File: src/rtl/data_chk_pkg.sv
// data_chk_pkg: shared types and widths for the data_chk stream checker.
// State encoding, data width and match/miss counter width.
package data_chk_pkg;

   localparam int DATA_W = 8;
   localparam int MC_W   = 4;

   typedef enum logic [1:0] {
      IDLE   = 2'd0,
      SYNC   = 2'd1,
      LOCKED = 2'd2
   } state_t;

   // Successor of a stream word; wraps 8'hFF -> 8'h00.
   function automatic logic [DATA_W-1:0] next_word(
      input logic [DATA_W-1:0] d
   );
      return d + DATA_W'(1);
   endfunction

endpackage

File: src/rtl/sat_counter.sv
// sat_counter: up-counter that sticks at all-ones instead of wrapping.
// Used for the data_chk statistics.
module sat_counter
   import data_chk_pkg::*;
#(
   parameter int WIDTH = 16
) (
   input  logic             clk,
   input  logic             rst,
   input  logic             inc,
   output logic [WIDTH-1:0] value
);

   // Count up on inc, hold once every bit is set.
   always_ff @(posedge clk or negedge rst) begin
      if (!rst) begin
         value <= '0;
      end else if (inc && (value != '1)) begin
         value <= value + WIDTH'(1);
      end
   end

endmodule

File: config.mk
export PLATFORM = sky130hd
export DESIGN_NAME = sat_counter
export DESIGN_NICKNAME = d
export VERILOG_FILES = /design/src/rtl/data_chk_pkg.sv /design/src/rtl/sat_counter.sv
export SDC_FILE = /design/constraint.sdc
export NUM_CORES = 1
export LEC_CHECK = 0
export BUFFER_PORTS_ARGS = -buffer_cell sky130_fd_sc_hd__buf_2
export CORE_ASPECT_RATIO = 1.75
export CORE_MARGIN = 4
export CORE_UTILIZATION = 26
export CTS_CLUSTER_DIAMETER = 40
export DETAILED_ROUTE_END_ITERATION = 10
export PLACE_DENSITY = 0.41
export SYNTH_ARGS = -nofsm -noshare
export SYNTH_HDL_FRONTEND = slang
export SYNTH_SLANG_ARGS = --single-unit
File: constraint.sdc
create_clock -name clk -period 3.2 [get_ports clk]
set_input_delay 0.8 -clock clk [delete_from_list [all_inputs] [get_ports clk]]
set_output_delay 0.8 -clock clk [all_outputs]
set_load 0.01 [all_outputs]
# Word level (Yosys, flattened, before mapping)
# Cells that the tools add are included.
dict set report totals {
  input_bits 3
  wordCells 4
  ff_bits 16
  output_inout_bits 16
}
dict set report op_classes {
  n_reduce_logical 1
  addsub 1
  n_eq_ne 1
}
# operator n
set op_table {}
lappend op_table {{$add A16 B1 Y16 const B} 1}
lappend op_table {{$ne A16 B16 Y1 const B} 1}
lappend op_table {{$logic_and A1 B1 Y1} 1}

# Depth between registers and ports, before layout
# Gate-level depths: netlist of the first run.
dict set report logic_depth {
  ltp_word 2
  ltp_mapped 5
  mapped_depth_nobuf 5
}

# Least setup slack after synthesis of the first run
# OpenSTA, ideal clock, no wires.
dict set report synth_path {
  path_type {input -> register}
  from {in inc}
  to {reg value[7]}
  setup_time_ns 0.132
  cell_stages 4
  path_buffers 0
  path_slack_ns 1.621
  required_ns 3.068
  arrival_time_ns 1.446
  path_cell_list {and3_1 -> and4_2 -> a31oi_1 -> a31oi_1}
}
dict set report synth_via {
  elab_chain_len 1
}
# item line_no
set synth_rtl {}
lappend synth_rtl {{from (decl)} sat_counter.sv:10} ;# input logic inc,
lappend synth_rtl {{$logic_and A1 B1 Y1} sat_counter.sv:18} ;# end else if (inc && (value != '1)) begin
lappend synth_rtl {{to (signal assigned)} sat_counter.sv:19} ;# value <= value + WIDTH'(1);
lappend synth_rtl {{to (decl)} sat_counter.sv:11} ;# output logic [WIDTH-1:0] value
# No other way between the ends.
# A chain may end at the register's enable or synchronous reset.

# Worst setup path after layout of the first run
dict set report layout_path {
  from {reg value[2]}
  to {out value[2]}
}
# No word-level cell between the ends.

==> reports/metrics.cfg, run 1 <==
[detailed_routing]
first_iter_violations = 18
drt-vias-per-instance = 5.02
drt-total-wl_mm = 2.05
wl_per_cell_um = 15.0
dr.pass1.iters = 4
ant_nets = 0
drc = 0
via_count = 683

[floorplanning]
core_area_um2 = 3180
rows = 27
die_h_um = 84.1
ios = 19
fp.dieW_um = 51.5
initial_core_util_pct = 27.1
die-area_um2 = 4330

[clock_tree]
cts_tree = yes
cts.sinks = 16
clkSlewWorstSetupHoldPaths_ns = 0.07
insertion_delay_ns = 0.25
root_buffer = clkbuf_8
cts_made_buffers = 3
cts_resized = 0
cts.hold.buffers_added = 0
clockBufferDepth = 2
htree_levels = 1
post_cts_buffers = 0

[hold_path]
min_path_type = input pin to async pin

[worst_setup_path]
cp_max_fo = 6
reg2reg_setup_slack_ns = 1.54
path_class = flip-flop to primary output
path_buf_inv = 1
cpLargestDelayFamily = flip-flops
start_kind = flip-flop
worstPathCellList = buf_2
crit_arrival_ns = 0.91
worstPathRequired_ns = 2.40
max_stage_delay_ns = 0.48
cp-end-kind = primary output
critPathSlowestCell = dfrtp_1

[sta]
slew_violations = 0
period_share_pct = 53.4
whs_ns = 0.466
fmax_mhz = 585
maxSlewHeadroom_pct = 74.1
min_period_ns = 1.71
setup_tns_ns = 0
clock_skew_ns = 0.00159
setup_violations = 0
hold_violations = 0
worstMarginPinSlew_ns = 0.388
rsz0062_at_grt = false

[yosys]
ys_warn_count = 0
yosysTopAreaCell = dfrtp_1
synth-xor-area-share_pct = 7.13
synth_top_family_by_area = simple AND/OR/NAND/NOR gates
synth_compound_area_share_pct = 13.2
synth_seq_cells = 16
syn_inst = 72
syn_avg_cell_area_um2 = 11.9
synth_top_area_share_pct = 46.6
synth_mux_area_share_pct = 1.31
synthSimpleGateAreaFrac_pct = 30.3
netlist_area_um2 = 860
synthAdderAreaFrac_pct = 1.46
synth.net_count = 76
yosys-top-cells-area = dfrtp_1 (47%), nand4_1 (5.8%), xnor2_1 (5.1%), nor4_4 (4.9%), o21a_1 (4.4%)
seq_area_frac_synth_pct = 46.6
ys_types = 27

[global_routing]
antenna_found_initial = 0
use_met2_pct = 17.3
grt_first_pass_wirelength_mm = 3.47
met1_usage_pct = 13.6
grt_overflow = 0
grt_pass1_vias = 682
grt_usage_pct = 10.7
use_met3_pct = 1.97
grt_start_max_net_pins = 17
grt.busiest_layer = met2

[placement]
dpl.hpwl_mm = 1.55
place_congestion = 0.717
dpl_cell_area_um2 = 1000
io_buffers = 18

[layout]
stdcell_area_um2 = 1040
antenna_cells = 0
area_delta_synth_final_pct = 21.5
drive_above_1_share_pct = 33.3
largest_register_ff_count = 16
regMostFlops = value
reg_top3 = value (16)
fillers = 358
nets = 99

[power]
vdd_drop_max_mv = 0.253
powerDensity_nw_per_um2 = 589
leakage_uw = 0.000470

[run_status]
status = completed

[job]
drv_cap = 0

==> cell type report <==
type	count	area [um^2]	area share [%]
Clock buffer	3	41.3	3.95
Timing Repair Buffer	18	90.1	8.62
Multi-Input combinational cell	56	459	44.0
Tap cell	43	53.8	5.15
Sequential cell	16	400	38.3
==> cell usage after synthesis <==
cell type and n:
a21oi_1 3, a31oi_1 3, a32oi_1 1, and3_1 2, and4_1 1, and4_2 1, and4_4 1, and4b_1 1
dfrtp_1 16, ha_1 1, mux2_1 1, nand2_1 4, nand3_1 5, nand3_4 1, nand4_1 8, nand4_2 1
nand4_4 1, nor2_1 2, nor2_2 1, nor3_2 1, nor4_4 2, o211ai_1 1, o21a_1 5, o21ai_0 1
o31ai_4 1, xnor2_1 5, xor2_1 2
==> metrics by stage <==
step                cells  setup slack [ns]  power [uW]  util, %
floorplan              72              1.62         395        -
global placement      133              1.35         466     31.6
detailed placement    133              1.35         471     31.6
CTS                   136              1.48         629     32.9
global route          136              1.37         656     32.9
finish                136              1.49         616     32.9
==> worst paths after layout <==
check | startpoint | end | cells past startpoint
worst max-delay path | value[2]$_DFFE_PN0P_ | value[2] | 1
worst min-delay path | rst | value[3]$_DFFE_PN0P_ | 1
worst max register to register | value[0]$_DFFE_PN0P_ | value[1]$_DFFE_PN0P_ | 4
worst min register to register | value[15]$_DFFE_PN0P_ | value[15]$_DFFE_PN0P_ | 1
max in group asynchronous | rst | value[6]$_DFFE_PN0P_ | 1
min in group clk | value[15]$_DFFE_PN0P_ | value[15]$_DFFE_PN0P_ | 1
==> per-layer routing <==
layer / share of wire (%) / wire length [um] / up-vias
met1: 43 / 875 / 340
li1: - / - / 329
met4: 1.0 / 21 / 0
met5: 0 / 0 / -
met2: 52 / 1060 / 12
met3: 4.2 / 86 / 2
==> placed cells by master (no fill, tap or decap), types with 3 or more instances in the layout <==
| cell | count |
|---|---|
| o21a_1 | 5 |
| nand3_1 | 5 |
| a21oi_1 | 3 |
| dfrtp_1 | 16 |
| a31oi_1 | 3 |
| nand2_1 | 4 |
| nand4_1 | 8 |
| buf_2 | 18 |
| clkbuf_8 | 3 |
| xnor2_1 | 5 |
==> power by group <==
part / internal (uW) / total, uW / switching (uW) / leakage, uW
clock: 83.5 / 156 / 72.1 / 0.0000216
sequential: 242 / 303 / 61.1 / 0.000213
combinational: 68.6 / 158 / 88.9 / 0.000236
total: 394 / 616 / 222 / 0.000470
==> kinds of logic (layout without fill, tap and decap cells) <==
| family | count (synthesis) | after routing |
|---|---|---|
| AND/OR/NAND/NOR | 32 | 32 |
| flip-flops | 16 | 16 |
| AO/OA/AOI/OAI | 15 | 15 |
| XOR/XNOR | 7 | 7 |
| adder cells (fa/ha/maj) | 1 | 1 |
| multiplexers | 1 | 1 |
| buffers and inverters | 0 | 21 |
(Power assumes the default switching activity.)
==> inputs of run 2 (changes only) <==
PLACE_DENSITY = 0.43   (was 0.41)
clock period = 1.4 ns   (was 3.2 ns; I/O delays follow)
==> run 2 against run 1 <==
The run now ends with negative setup slack left; largest cell class unchanged; highest routed layer unchanged; critical path depth grew 4; via count grew 15%; count of clock-buffer cells in the layout grew 1; die area is the same.
==> reports/metrics.cfg, run 2 (synthesis gave the netlist of run 1 again) <==
[run_status]
status = complete, but fails checks
violations = negative setup slack

[layout]
drive_above_1_share_pct = 61.0
fin_cells = 161
antenna_cells = 0
regMostFlops = value
largest_register_ff_count = 16
mostFrequentLayoutCells = buf_4 (23), buf_2 (18), dfrtp_2 (10), nand4_1 (8), dfrtp_1 (6)
stdcell_area_um2 = 1290
fillers = 346
area_delta_synth_final_pct = 49.9
reg_top3 = value (16)
final_common_cell = buf_4
fin_util_pct = 40.6
nets = 123

[power]
powerDensity_nw_per_um2 = 1360
seqPwrFrac_pct = 38.0
power_uw = 1750
combPwrFrac_pct = 36.9
p_switching_uw = 597
leakage_uw = 0.000609
internal-power_uw = 1160
vdd_drop_max_mv = 0.811
power_switching_share_pct = 34.0
pwr-share-clk_pct = 25.1

[global_routing]
met1_usage_pct = 13.9
grt_first_pass_wirelength_mm = 4.19
antenna_found_initial = 0
grt_pass1_vias = 865
use_met2_pct = 23.1
grt_start_max_net_pins = 17
grt.busiest_layer = met2
grt_usage_pct = 12.9
use_met3_pct = 2.15
grt_overflow = 0

[worst_setup_path]
path_buf_inv = 1
rr_endpoint = value[15]$_DFFE_PN0P_
cp.depth = 5
crit-reg2reg-launch = value[1]$_DFFE_PN0P_
worstPathRequired_ns = 1.55
path_class = flip-flop to flip-flop
worstSetupEndpoint = value[15]$_DFFE_PN0P_
cp-end-kind = flip-flop
max_stage_delay_ns = 0.41
cpLargestDelayFamily = simple AND/OR/NAND/NOR gates
worstPathCellList = buf_6 -> nand4_1 -> nor4_4 -> and4b_1 -> a21oi_2
reg2regPathDepth = 5
reg2reg_setup_slack_ns = -0.03
crit_arrival_ns = 1.58
start_kind = flip-flop
critPathSlowestCell = dfrtp_2
cp_max_fo = 4
cp-startpoint = value[1]$_DFFE_PN0P_

[sta]
period_share_pct = 102
setup_violations = 1
min_period_ns = 1.43
hold_violations = 0
worstMarginPinSlew_ns = 0.400
maxSlewHeadroom_pct = 73.4
clock_skew_ns = 0.00211
setup_ws_ns = -0.0293
fmax_mhz = 700
slew_violations = 0
rsz0062_at_grt = true

[detailed_routing]
wl_per_cell_um = 15.1
drt-total-wl_mm = 2.44
drt-vias-per-instance = 4.87
ant_nets = 0
drc = 0
first_iter_violations = 10
dr.pass1.iters = 4
via_count = 784

[clock_tree]
clockBufferDepth = 2
clkSlewWorstSetupHoldPaths_ns = 0.07
htree_levels = 1
root_buffer = clkbuf_8
insertion_delay_ns = 0.26
cts.sinks = 16
cts_tree = yes
cts_made_buffers = 3

[floorplanning]
die-area_um2 = 4330
initial_core_util_pct = 27.1
fp.dieW_um = 51.5
ios = 19
rows = 27
die_h_um = 84.1
core_area_um2 = 3180

[placement]
place_congestion = 0.795
dpl_cell_area_um2 = 1190
dp_cells = 155
dpl.hpwl_mm = 1.88
io_buffers = 18

[job]
drv_cap = 0

[hold_path]
min_path_type = input pin to async pin

[run 2: cell types whose count changed in the layout (fill, tap and decap cells not counted), moves of 2 or more]
cell	change
nand2_2	+2
dfrtp_1	-10
dfrtp_2	+10
buf_4	+23
nand2_1	-2
[run 2: power groups by stage]
stage / combinational, uW / sequential [uW] / clock, uW
after global placement: 606 / 666 / 0
after detailed placement: 604 / 669 / 0
final: 648 / 667 / 440
after global routing: 714 / 677 / 469
after floorplan: 194 / 748 / 0
after CTS: 647 / 661 / 451
[run 2: metal layers]
metal  routed length, um  vias to the layer above
li1                    -                      378
met1                 908                      389
met2                1420                       12
met3                  54                        5
met4                  53                        0
met5                   0                        -
[run 2: worst reg2reg max path: stages, from the launching register on]
cell and delay [ns]:
dfrtp_2 0.41, buf_6 0.11, nand4_1 0.14, nor4_4 0.35, and4b_1 0.26, a21oi_2 0.05
[run 2: layout make-up]
class                      instances  area (um^2)  share of cell area [%]
clock buffer                       4         55.1                    4.27
multi-input combinational         56          493                    38.3
sequential                        16          413                    32.0
tap                               43         53.8                    4.17
timing repair buffer              42          274                    21.3
[run 2: how the worst min path moves through the flow]
stage | end | slack, ns | cells after the start
floorplan | value[0]$_DFFE_PN0P_ | 0.05 | 0
global placement | value[0]$_DFFE_PN0P_ | 0.30 | 1
detailed placement | value[0]$_DFFE_PN0P_ | 0.30 | 1
CTS | value[4]$_DFFE_PN0P_ | 0.02 | 1
global route | value[4]$_DFFE_PN0P_ | 0.03 | 1
finish | value[0]$_DFFE_PN0P_ | 0.006 | 1
[run 2: timing repair]
| action | CTS | global route |
|---|---|---|
| pin swaps | 1 | 2 |
| hold buffers | 0 | 0 |
| buffers inserted | 1 | 1 |
| gates cloned | 0 | 0 |
| setup endpoints to repair | 2 | 6 |
| hold endpoints to repair | 0 | 0 |
| resized for setup | 4 | 3 |
[run 2: through the flow]
| stage | setup TNS [ns] | hold slack, ns | setup WS, ns |
|---|---|---|---|
| 3_3_place_gp | -0.00547 | 0.300 | -0.00547 |
| 5_1_grt | -0.235 | 0.0339 | -0.0727 |
| 2_1_floorplan | -0.0302 | 0.0544 | -0.0302 |
| 3_5_place_dp | -0.0193 | 0.300 | -0.0193 |
| 6_report | -0.0293 | 0.00637 | -0.0293 |
| 4_1_cts | -0.0123 | 0.0213 | -0.0123 |
==> inputs of run 3 (changes only) <==
clock period = 1.3 ns   (was 1.4 ns; I/O delays follow)
==> run 3 against run 2 <==
The run still ends with negative setup slack left; total power up 16%; count of clock-buffer cells in the layout unchanged; clock skew up 0.0022 ns; worst setup slack worse by 0.090 ns; via count up 4.5%; combinational power up 39%; cell count up 7.5%; critical endpoint is now value[1]$_DFFE_PN0P_; highest routed layer unchanged.
==> reports/metrics.cfg, run 3 (synthesis gave the netlist of run 1 again) <==
[worst_setup_path]
path_class = flip-flop to flip-flop
worstPathRequired_ns = 1.44
crit_arrival_ns = 1.56
rr_endpoint = value[1]$_DFFE_PN0P_
worstPathCellList = and4_4 -> nand3_4 -> o31ai_4 -> mux2_4
max_stage_delay_ns = 0.40
critPathSlowestCell = dfrtp_2
cp_max_fo = 4
start_kind = flip-flop
reg2regPathDepth = 4
reg2reg_setup_slack_ns = -0.12
cp-end-kind = flip-flop
crit-reg2reg-launch = value[11]$_DFFE_PN0P_

[global_routing]
use_met2_pct = 21.8
grt_overflow = 0
grt_start_max_net_pins = 17
grt_usage_pct = 12.1
met1_usage_pct = 12.4
antenna_found_initial = 0
grt.busiest_layer = met2
grt_first_pass_wirelength_mm = 3.96
grt_pass1_vias = 892
use_met3_pct = 1.61

[job]
drv_cap = 0

[floorplanning]
rows = 27
die_h_um = 84.1
core_area_um2 = 3180
initial_core_util_pct = 27.1
ios = 19
fp.dieW_um = 51.5
die-area_um2 = 4330

[layout]
multi_input_area_um2 = 543
mostFrequentLayoutCells = buf_4 (26), buf_2 (16), dfrtp_2 (12), buf_6 (11), nand4_1 (8)
fin_cells = 173
nets = 135
largest_register_ff_count = 16
antenna_cells = 0
drive_above_1_share_pct = 70.0
fin_util_pct = 46.2
regMostFlops = value
area_delta_synth_final_pct = 70.6
final_common_cell = buf_4
fillers = 321
reg_top3 = value (16)
ff_latch_area_um2 = 415

[detailed_routing]
wl_per_cell_um = 14.1
drt-vias-per-instance = 4.73
ant_nets = 0
drt-total-wl_mm = 2.44
via_count = 819
drc = 0
dr.pass1.iters = 4
first_iter_violations = 12

[placement]
io_buffers = 18
dp_cells = 159
dpl.hpwl_mm = 1.82
place_congestion = 0.773

[clock_tree]
cts_made_buffers = 3
root_buffer = clkbuf_8
htree_levels = 1
cts.sinks = 16
clockBufferDepth = 2
clkSlewWorstSetupHoldPaths_ns = 0.07
cts_tree = yes
insertion_delay_ns = 0.25

[run_status]
violations = negative setup slack
status = complete, but fails checks

[sta]
hold_violations = 0
slew_violations = 0
min_period_ns = 1.42
clock_skew_ns = 0.00436
maxSlewHeadroom_pct = 74.9
fmax_mhz = 704
setup_violations = 13
rsz0062_at_grt = true
setup_ws_ns = -0.120
worstMarginPinSlew_ns = 0.377
period_share_pct = 109

[power]
powerDensity_nw_per_um2 = 1380
leakage_uw = 0.000675
vdd_drop_max_mv = 0.864

[hold_path]
min_path_type = input pin to async pin

## run 3: what timing repair did
item | 4_1_cts | 5_1_grt
gates cloned | 0 | 0
pin swaps | 3 | 8
buffers inserted | 3 | 7
gates resized for setup | 6 | 20
hold buffers | 1 | 0
setup endpoints to repair | 14 | 21
hold endpoints to repair | 16 | 0
## run 3: area by class of cell
type | count | share of cell area [%]
multi-input cells | 56 | 37.0
flip-flops and latches | 16 | 28.3
repair buffers | 54 | 27.9
well taps | 43 | 3.67
clock buffers | 4 | 3.07
## run 3: how the worst max path moves through the flow
stage | from | to | cells after the start
5_1_grt | value[8]$_DFFE_PN0P_ | value[14]$_DFFE_PN0P_ | 5
3_5_place_dp | value[12]$_DFFE_PN0P_ | value[1]$_DFFE_PN0P_ | 4
2_1_floorplan | value[15]$_DFFE_PN0P_ | value[1]$_DFFE_PN0P_ | 4
3_3_place_gp | value[12]$_DFFE_PN0P_ | value[1]$_DFFE_PN0P_ | 4
4_1_cts | value[12]$_DFFE_PN0P_ | value[1]$_DFFE_PN0P_ | 4
6_report | value[11]$_DFFE_PN0P_ | value[1]$_DFFE_PN0P_ | 4
## run 3: worst max-delay path, delay by kind of cell, from the launching register on
family	cells	cell delay, ns
mux	1	0.32
compound gates	1	0.23
flops	1	0.40
simple gates	2	0.35
## run 3: through the flow
stage               hold WS, ns  instance area (um^2)  power, uW  TNS (ns)  setup slack [ns]
floorplan                0.0294                   892       1020    -0.233            -0.130
global placement          0.264                  1230       1410    -0.386            -0.100
detailed placement        0.269                  1230       1410    -0.452            -0.120
CTS                       0.502                  1330       1920    -0.729            -0.123
global route              0.578                  1470       2150     -1.69            -0.198
finish                    0.523                  1470       2030    -0.692            -0.120
## run 3: report_power, final
part           leakage (uW)  switching (uW)  internal [uW]
Sequential         0.000195             118            610
Combinational      0.000457             374            528
Clock             0.0000228             180            218
## run 3: layer usage
metal | wire (um) | vias to the layer above | share of wire (%)
met5 | 0 | - | 0
met4 | 47 | 0 | 1.9
met3 | 67 | 5 | 2.8
met2 | 1400 | 17 | 57
met1 | 922 | 398 | 38
li1 | - | 399 | -
